--- src/rtl/pwr_pkg.sv ---
// Shared encodings for the WFI sleep/wake controller: FSM states,
// config register addresses and CTRL bit positions.
package pwr_pkg;

   typedef enum logic [1:0] {
      ST_RUN   = 2'd0,
      ST_DRAIN = 2'd1,
      ST_SLEEP = 2'd2,
      ST_WAKE  = 2'd3
   } pwr_state_e;

   localparam logic [1:0] ADDR_CTRL        = 2'd0;
   localparam logic [1:0] ADDR_RELOAD      = 2'd1;
   localparam logic [1:0] ADDR_STATUS      = 2'd2;
   localparam logic [1:0] ADDR_SLEEP_COUNT = 2'd3;

   localparam int CTRL_SLEEP_EN = 0;
   localparam int CTRL_TIMER_EN = 1;
   localparam int CTRL_EXT_EN   = 2;

endpackage

--- src/rtl/sync_edge_detect.sv ---
// Two-flop synchronizer for an asynchronous level, with a one-cycle
// pulse on the synchronized rising edge.
module sync_edge_detect (
   input  logic clk_i,
   input  logic rst_i,
   input  logic async_i,
   output logic level_o,
   output logic rise_o
);

   logic meta_q;
   logic sync_q;
   logic prev_q;

   // meta/sync form the synchronizer; prev_q is the edge-detect history
   always_ff @(posedge clk_i) begin
      if (rst_i) begin
         meta_q <= 1'b0;
         sync_q <= 1'b0;
         prev_q <= 1'b0;
      end else begin
         meta_q <= async_i;
         sync_q <= meta_q;
         prev_q <= sync_q;
      end
   end

   assign level_o = sync_q;
   assign rise_o  = sync_q & ~prev_q;

endmodule

--- src/rtl/wfi_power_ctrl.sv ---
// Sleep/wake controller: parks the core on a wfi rising edge and wakes it on
// a countdown timer or the synchronized ext_wake pin. Clock gate lives above.
module wfi_power_ctrl
   import pwr_pkg::*;
#(
   parameter int                     TIMER_WIDTH    = 24,
   parameter logic [TIMER_WIDTH-1:0] DEFAULT_RELOAD = 24'd48000,
   parameter int                     WAKE_LATENCY   = 2
) (
   input  logic        clk_i,
   input  logic        rst_i,
   input  logic        wfi_i,
   input  logic        mem_stall_i,
   input  logic        ext_wake_i,
   input  logic        cfg_we_i,
   input  logic [1:0]  cfg_addr_i,
   input  logic [31:0] cfg_wdata_i,
   output logic [31:0] cfg_rdata_o,
   output logic        proc_clk_en_o,
   output logic        sleeping_o,
   output logic        wake_irq_o,
   output logic [1:0]  wake_cause_o
);

   pwr_state_e             state_q;
   logic                   run_en_q;
   logic                   wake_irq_q;
   logic [1:0]             wake_cause_q;
   logic [TIMER_WIDTH-1:0] timer_q;
   logic [3:0]             wake_cnt_q;
   logic                   wfi_q;
   logic [2:0]             ctrl_q;
   logic [TIMER_WIDTH-1:0] reload_q;
   logic [31:0]            sleep_count_q;
   logic [31:0]            sleep_count_d;

   logic ext_level;
   logic ext_rise;
   logic wfi_rise;
   logic enter_sleep;
   logic timer_hit;
   logic ext_hit;
   logic count_clr;
   logic unused_wdata;

   sync_edge_detect u_ext_sync (
      .clk_i   (clk_i),
      .rst_i   (rst_i),
      .async_i (ext_wake_i),
      .level_o (ext_level),
      .rise_o  (ext_rise)
   );

   assign wfi_rise    = wfi_i & ~wfi_q;
   assign enter_sleep = (state_q == ST_DRAIN) & ~mem_stall_i;
   assign timer_hit   = (state_q == ST_SLEEP) & ctrl_q[CTRL_TIMER_EN] & (timer_q == '0);
   assign ext_hit     = (state_q == ST_SLEEP) & ctrl_q[CTRL_EXT_EN] & ext_rise;
   assign count_clr   = cfg_we_i & (cfg_addr_i == ADDR_SLEEP_COUNT);
   assign unused_wdata = ^cfg_wdata_i;

   // Power FSM with its timer, wake cause and registered enables
   always_ff @(posedge clk_i) begin
      if (rst_i) begin
         state_q      <= ST_RUN;
         run_en_q     <= 1'b1;
         wake_irq_q   <= 1'b0;
         wake_cause_q <= 2'b00;
         timer_q      <= '0;
         wake_cnt_q   <= 4'd0;
         wfi_q        <= 1'b0;
      end else begin
         wfi_q      <= wfi_i;
         wake_irq_q <= 1'b0;
         case (state_q)
            ST_RUN: begin
               if (wfi_rise && ctrl_q[CTRL_SLEEP_EN]) state_q <= ST_DRAIN;
            end
            ST_DRAIN: begin
               if (!mem_stall_i) begin
                  state_q      <= ST_SLEEP;
                  run_en_q     <= 1'b0;
                  timer_q      <= reload_q;
                  wake_cause_q <= 2'b00;
               end
            end
            ST_SLEEP: begin
               if (timer_hit || ext_hit) begin
                  wake_cause_q <= {ext_hit, timer_hit};
                  wake_cnt_q   <= 4'd0;
                  state_q      <= ST_WAKE;
               end else if (ctrl_q[CTRL_TIMER_EN] && (timer_q != '0)) begin
                  timer_q <= timer_q - TIMER_WIDTH'(1);
               end
            end
            ST_WAKE: begin
               if (wake_cnt_q == 4'(WAKE_LATENCY - 1)) begin
                  state_q    <= ST_RUN;
                  run_en_q   <= 1'b1;
                  wake_irq_q <= 1'b1;
               end else begin
                  wake_cnt_q <= wake_cnt_q + 4'd1;
               end
            end
            default: begin
               state_q  <= ST_RUN;
               run_en_q <= 1'b1;
            end
         endcase
      end
   end

   // A clear and a sleep entry in the same cycle leaves the count at one
   always_comb begin
      sleep_count_d = count_clr ? 32'd0 : sleep_count_q;
      if (enter_sleep) begin
         sleep_count_d = sleep_count_d + 32'd1;
      end else begin
         sleep_count_d = sleep_count_d;
      end
   end

   // Config registers and sleep counter
   always_ff @(posedge clk_i) begin
      if (rst_i) begin
         ctrl_q        <= 3'b001;
         reload_q      <= DEFAULT_RELOAD;
         sleep_count_q <= 32'd0;
      end else begin
         if (cfg_we_i && (cfg_addr_i == ADDR_CTRL))   ctrl_q   <= cfg_wdata_i[2:0];
         if (cfg_we_i && (cfg_addr_i == ADDR_RELOAD)) reload_q <= cfg_wdata_i[TIMER_WIDTH-1:0];
         sleep_count_q <= sleep_count_d;
      end
   end

   // Read mux
   always_comb begin
      cfg_rdata_o = 32'd0;
      case (cfg_addr_i)
         ADDR_CTRL:        cfg_rdata_o = {29'd0, ctrl_q};
         ADDR_RELOAD:      cfg_rdata_o = 32'(reload_q);
         ADDR_STATUS:      cfg_rdata_o = {27'd0, ext_level, state_q, wake_cause_q};
         ADDR_SLEEP_COUNT: cfg_rdata_o = sleep_count_q;
         default:          cfg_rdata_o = 32'd0;
      endcase
   end

   assign proc_clk_en_o = run_en_q & ~mem_stall_i;
   assign sleeping_o    = (state_q != ST_RUN);
   assign wake_irq_o    = wake_irq_q;
   assign wake_cause_o  = wake_cause_q;

endmodule

--- config.mk ---
export PLATFORM = sky130hd
export DESIGN_NAME = wfi_power_ctrl
export DESIGN_NICKNAME = d
export VERILOG_FILES = /design/src/rtl/pwr_pkg.sv /design/src/rtl/sync_edge_detect.sv /design/src/rtl/wfi_power_ctrl.sv
export SDC_FILE = /design/constraint.sdc
export NUM_CORES = 1
export LEC_CHECK = 0
export BUFFER_PORTS_ARGS = -buffer_cell sky130_fd_sc_hd__buf_2
export CORE_ASPECT_RATIO = 0.5
export CORE_MARGIN = 3
export CORE_UTILIZATION = 30
export CTS_CLUSTER_SIZE = 28
export DETAILED_ROUTE_END_ITERATION = 8
export REMOVE_ABC_BUFFERS = 1
export SETUP_SLACK_MARGIN = 0.05
export SYNTH_ARGS = -nofsm -noshare
export SYNTH_HDL_FRONTEND = slang
export SYNTH_SLANG_ARGS = --single-unit
export TNS_END_PERCENT = 100
--- constraint.sdc ---
create_clock -name clk_i -period 4.07 [get_ports clk_i]
set_clock_uncertainty 0.05 [all_clocks]
set_input_delay 0.6105 -clock clk_i [delete_from_list [all_inputs] [get_ports clk_i]]
set_output_delay 0.6105 -clock clk_i [all_outputs]
set_load 0.01 [all_outputs]
# After elaboration in Yosys (flattened, before gate mapping)
# Cells that the tools add are included.
# word_totals
word_cells,84
output_inout_bits,37
register_bits,97
input_bits,40
# classes
n_reduce_logical,19
n_eq_ne,14
bitwise,13
mux,22
add_sub_neg,3
# op_table
op,n
one-hot mux 32 bit (4 select lines),1
2-to-1 mux 24 bit,3
2-to-1 mux 32 bit,2
one-hot mux 24 bit (2 select lines),1
adder 32 x 1 -> 32 bit (second input constant),1
zero test 24 bit,1
nonzero test 24 bit,1
subtractor 24 x 1 -> 24 bit (second input constant),1
2-to-1 mux 2 bit,6
!= test 2 bit (second input constant),5
bitwise AND 1 bit,9
AND reduction 3 bit,3
== test 2 bit (second input constant),4
2-to-1 mux 4 bit,2
one-hot mux 2 bit (4 select lines),1
one-hot mux 4 bit (2 select lines),1
AND reduction 4 bit,2
nonzero test 2 bit,4
adder 4 x 1 -> 4 bit (second input constant),1
== test 2 x 1 -> 1 bit (second input constant),2
== test 4 x 1 -> 1 bit (second input constant),1
logical AND 1 bit,4
zero test 2 bit,2
!= test 2 x 1 -> 1 bit (second input constant),2
other kinds (6),11

# Depth between registers and ports, before layout
# depth
ltp_word,6
mapped_depth,11
depth_no_buf,8

# Hierarchy
# From an unflattened synthesis, not the netlist that was laid out.
# hier_totals
hier_cells,684
area_unflattened_um2,5535.3
# by_module_without_submodules
mod,area_per_inst_um2,instances,seq_area_each_um2,cells_per_inst
wfi_power_ctrl,5447.7,1,1881.8,677
sync_edge_detect,87.6,1,60.1,7

# Worst setup path before layout
# Ideal clock, no wire load.
# synth_path
kind,input-to-reg
start,in cfg_addr_i[1]
end,reg sleep_count_q[30]
setup_time_ns,0.070
slack_ns,1.064
t_arrival_ns,2.885
n_path_buf,3
stages,11
cell_sequence,buf_2 nand3_1 clkbuf_1 and2_1 ha_1 and4b_1 nand4_1 or3_1 buf_2 or3_1 a21oi_1
# synth_between
elab_chain_len,5
# synth_lines
item,line_no,text
from (decl),wfi_power_ctrl.sv:16,"input logic [1:0] cfg_addr_i,"
== test 2 bit (*),wfi_power_ctrl.sv:58,assign count_clr = cfg_we_i & (cfg_addr_i == ADDR_SLEEP_COUNT);
bitwise AND 1 bit (*),wfi_power_ctrl.sv:58,
2-to-1 mux 32 bit (*),wfi_power_ctrl.sv:114,sleep_count_d = count_clr ? 32'd0 : sleep_count_q;
adder 32 x 1 -> 32 bit,wfi_power_ctrl.sv:116,sleep_count_d = sleep_count_d + 32'd1;
2-to-1 mux 32 bit (*),wfi_power_ctrl.sv:115,if (enter_sleep) begin
to (signal assigned),wfi_power_ctrl.sv:131,sleep_count_q <= sleep_count_d;
to (decl),wfi_power_ctrl.sv:34,logic [31:0] sleep_count_q;
# Every way passes the cells marked *; elsewhere a longest branch is shown, timed or not.
# A chain may end at the register's enable or synchronous reset.

# Final worst setup path
# layout_path
start,in cfg_we_i
end,reg sleep_count_q[22]
# layout_between
elab_chain_len,4
# layout_lines
item,line_no,text
from (decl),wfi_power_ctrl.sv:15,"input logic cfg_we_i,"
bitwise AND 1 bit (*),wfi_power_ctrl.sv:58,
2-to-1 mux 32 bit (*),wfi_power_ctrl.sv:114,
adder 32 x 1 -> 32 bit,wfi_power_ctrl.sv:116,
2-to-1 mux 32 bit (*),wfi_power_ctrl.sv:115,
# Marks and branches as above.

==> metrics.md <==
| Metric | Value |
|---|---|
| Post-CTS setup buffers | 0 |
| Setup Crit Path Kind | in -> reg |
| Core ar. | 0.01697 mm^2 |
| Final worst path period share | 0.7349 |
| GRT overflow | 0 |
| Area Growth Syn to Fin | 15.67% |
| P per Cell Area | roughly 500 mW/mm^2 |
| CTS tree | built |
| Element type at the critical path start | input pin |
| EDFF count, synth | 0 |
| Critical Path RT | 4.28 ns |
| Top cells by count, synth | dfxtp_1 (97), nand2_1 (89), a21oi_1 (73), o21ai_0 (43), nor2_1 (39) |
| Largest net degree at the start of global routing | 48 |
| Drt pass-1 iters | 5 |
| Hold WS | 0.3908 ns |
| Worst path arrival time | 3.20 ns |
| Wire per inst | approximately 16 um |
| Relative slew slack | 0.3008 |
| Top cells by area, synth | dfxtp_1 (36%), a21oi_1 (6.8%), nand2_1 (6.2%) |
| Fmax | 334.4 MHz |
| CTS Sinks | 97 |
| Overall routed net length | 15650 um |
| Core Rows | 33 |
| Die width | just under 200 um |
| Routability cong. | between 0.8 and 0.9 |
| RSZ-0062 raised after global routing | no |
| Slew Viols, Final | 0 |
| Clock slew at reported path FFs | roughly 0.07 ns |
| Clk buf depth | 2 |
| Via Count | 5178 |
| Diode count | 0 |
| First DRT Iteration DRCs | 443 |
| I/O pin count | 77 |
| Die area | 0.01974 mm^2 |
| Synth Register Bits | 97 |
| Synth Flop Type | dfxtp_1 |
| DR vias/cell | 5.399 |
| Setup-failing EPs final | 0 |
| Initial Util | 0.3181 |
| CTS root buffer | clkbuf_16 |
| Cell Area, Synth | 0.005398 mm^2 |
| Hold-fix buffers, CTS | 0 |
| Share of post-route cells with drive strength above 1 | 0.1448 |
| Post-route antenna net violation count | 0 |
| Top-count cell post-synth | dfxtp_1 |
| Min Clock Period, post-route | around 3.0 ns |
| Vias in the first global route | 4927 |
| Leading area contributor after synthesis | dfxtp_1 |
| First-pass GRT wire length | 26090 um |
| Leak | 2.377 nW |
| Yosys warns | 0 |
| Post-DP HPWL | around 11000 um |
| Hold Fails Final Rpt | 0 |
| Yosys top cell area share | 0.3598 |
| Crit-path max FO | 14 |
| Post-Synthesis Cells | 682 |
| Nets | 777 |
| Worst hold path type | reg -> reg |
| Drt drc | 0 |
| Crit. End Element | flip-flop |
| CTS HTree Levels | 3 |
| Sum of negative setup slack | 0 ns |
| Port Buffers | 68 |
| Max-cap violations | 0 |
| TritonCTS buffer count | 9 |
| Post-Syn Area per Cell | 7.914 um^2 |
| Initial antenna violation count | 0 |
| Outcome | finished clean |
| Library cells used by synthesis | roughly 60 |
| Die span in y | between 100 and 150 um |
| Overall Global Routing Usage | 0.1611 |
| Clk_lat worst skew | between 0.3 and 0.4 ns |
| Max VDD drop | 268.2 uV |
| Async SR Flop Fraction | 0 |
| Register area share after synthesis | 0.3598 |
| Worst slew pin tran | 1.049 ns |
| # resized after CTS | 0 |
-- power by group --
part           switching, mW  internal [mW]  total, mW
combinational          0.740          0.359       1.10
sequential            0.0698           1.01       1.08
clock                  0.391          0.558      0.949
total                   1.20           1.93       3.13
-- layer usage --
| layer | track usage | routed length, um | part of all wire | up-vias |
|---|---|---|---|---|
| li1 | - | - | - | 2544 |
| met1 | 0.2323 | 7753 | 0.50 | 2487 |
| met2 | 0.2517 | 6968 | 0.45 | 133 |
| met3 | 0.02538 | 780 | 0.050 | 14 |
| met4 | 0.04215 | 146 | 0.0093 | 0 |
| met5 | 0 | 0 | 0 | - |
-- metrics by stage --
step           utilization  instance area, um^2  instances  power, mW  worst slack, ns
2_1_floorplan            -                 5236        641      1.834           0.8470
3_3_place_gp        0.3484                 5913        943      2.166           0.8004
3_5_place_dp        0.3484                 5913        943      2.168           0.7652
4_1_cts             0.3679                 6243        959      3.122            1.109
5_1_grt             0.3679                 6243        959      3.313           0.8873
6_report            0.3679                 6243        959      3.131            1.079
-- critical path, stage by stage --
cell,delay (ns)
buf_2,0.14
nand3_1,0.09
buf_4,0.19
and2_1,0.19
ha_1,0.18
and4b_1,0.29
nand4_1,0.25
or3_1,0.58
or4_1,0.53
a21oi_1,0.14
-- final cells by class --
cell class / instances / area [um^2]
multi-input cells: 530 / 3242
clock inverters: 6 / 91.34
well taps: 227 / 284.0
repair buffers: 75 / 392.9
fillers: 1747 / 10730
inverters: 14 / 52.55
clock buffers: 10 / 239.0
flip-flops and latches: 97 / 1942
-- flip-flops by register name (all words and copies together) (netlist names), 2 cells and up --
register / cells
state_q: 2
timer_q: 24
wake_cause_o: 2
reload_q: 24
wake_cnt_q: 4
sleep_count_q: 32
ctrl_q: 3
-- layout by cell type (no fill, tap or decap), types with 5 or more instances in the layout --
master	synthesis	final
and3_1	20	20
or3_1	18	18
dfxtp_1	97	97
nor2b_1	37	37
ha_1	10	10
buf_2	6	68
nand3_1	15	15
clkbuf_16	0	9
a21oi_1	73	73
nor4_1	16	16
or4_1	5	5
o21a_1	5	5
o21ai_0	43	43
and2_1	7	7
buf_4	0	7
nand4_1	15	15
nor3_1	13	13
nand3b_1	10	10
nand2b_1	7	7
mux2i_1	22	22
xnor2_1	11	11
xor2_1	5	5
inv_1	14	14
nor2_1	39	39
nand2_1	89	89
-- cells by family (layout without fill, tap and decap cells) --
| family | Yosys count | after routing | share of synthesized area |
|---|---|---|---|
| AND/OR/NAND/NOR | 313 | 313 | 0.3136 |
| AO/OA/AOI/OAI | 162 | 162 | 0.1762 |
| flip-flops | 97 | 97 | 0.3598 |
| buffers and inverters | 55 | 105 | 0.03964 |
| multiplexers | 29 | 29 | 0.06166 |
| XOR/XNOR | 16 | 16 | 0.02596 |
| adder cells (fa/ha/maj) | 10 | 10 | 0.02318 |
-- final timing paths --
kind / depth (start not counted) / slack, ns / start / endpoint
setup / recovery: 10 / 1.08 / cfg_we_i / sleep_count_q[22]
hold / removal: 1 / 0.39 / u_ext_sync.meta_q / u_ext_sync.level_o
setup reg to reg: 7 / 1.12 / state_q[1] / sleep_count_q[21]
hold reg to reg: 1 / 0.39 / u_ext_sync.meta_q / u_ext_sync.level_o
Power figures use the tool's default switching activity.
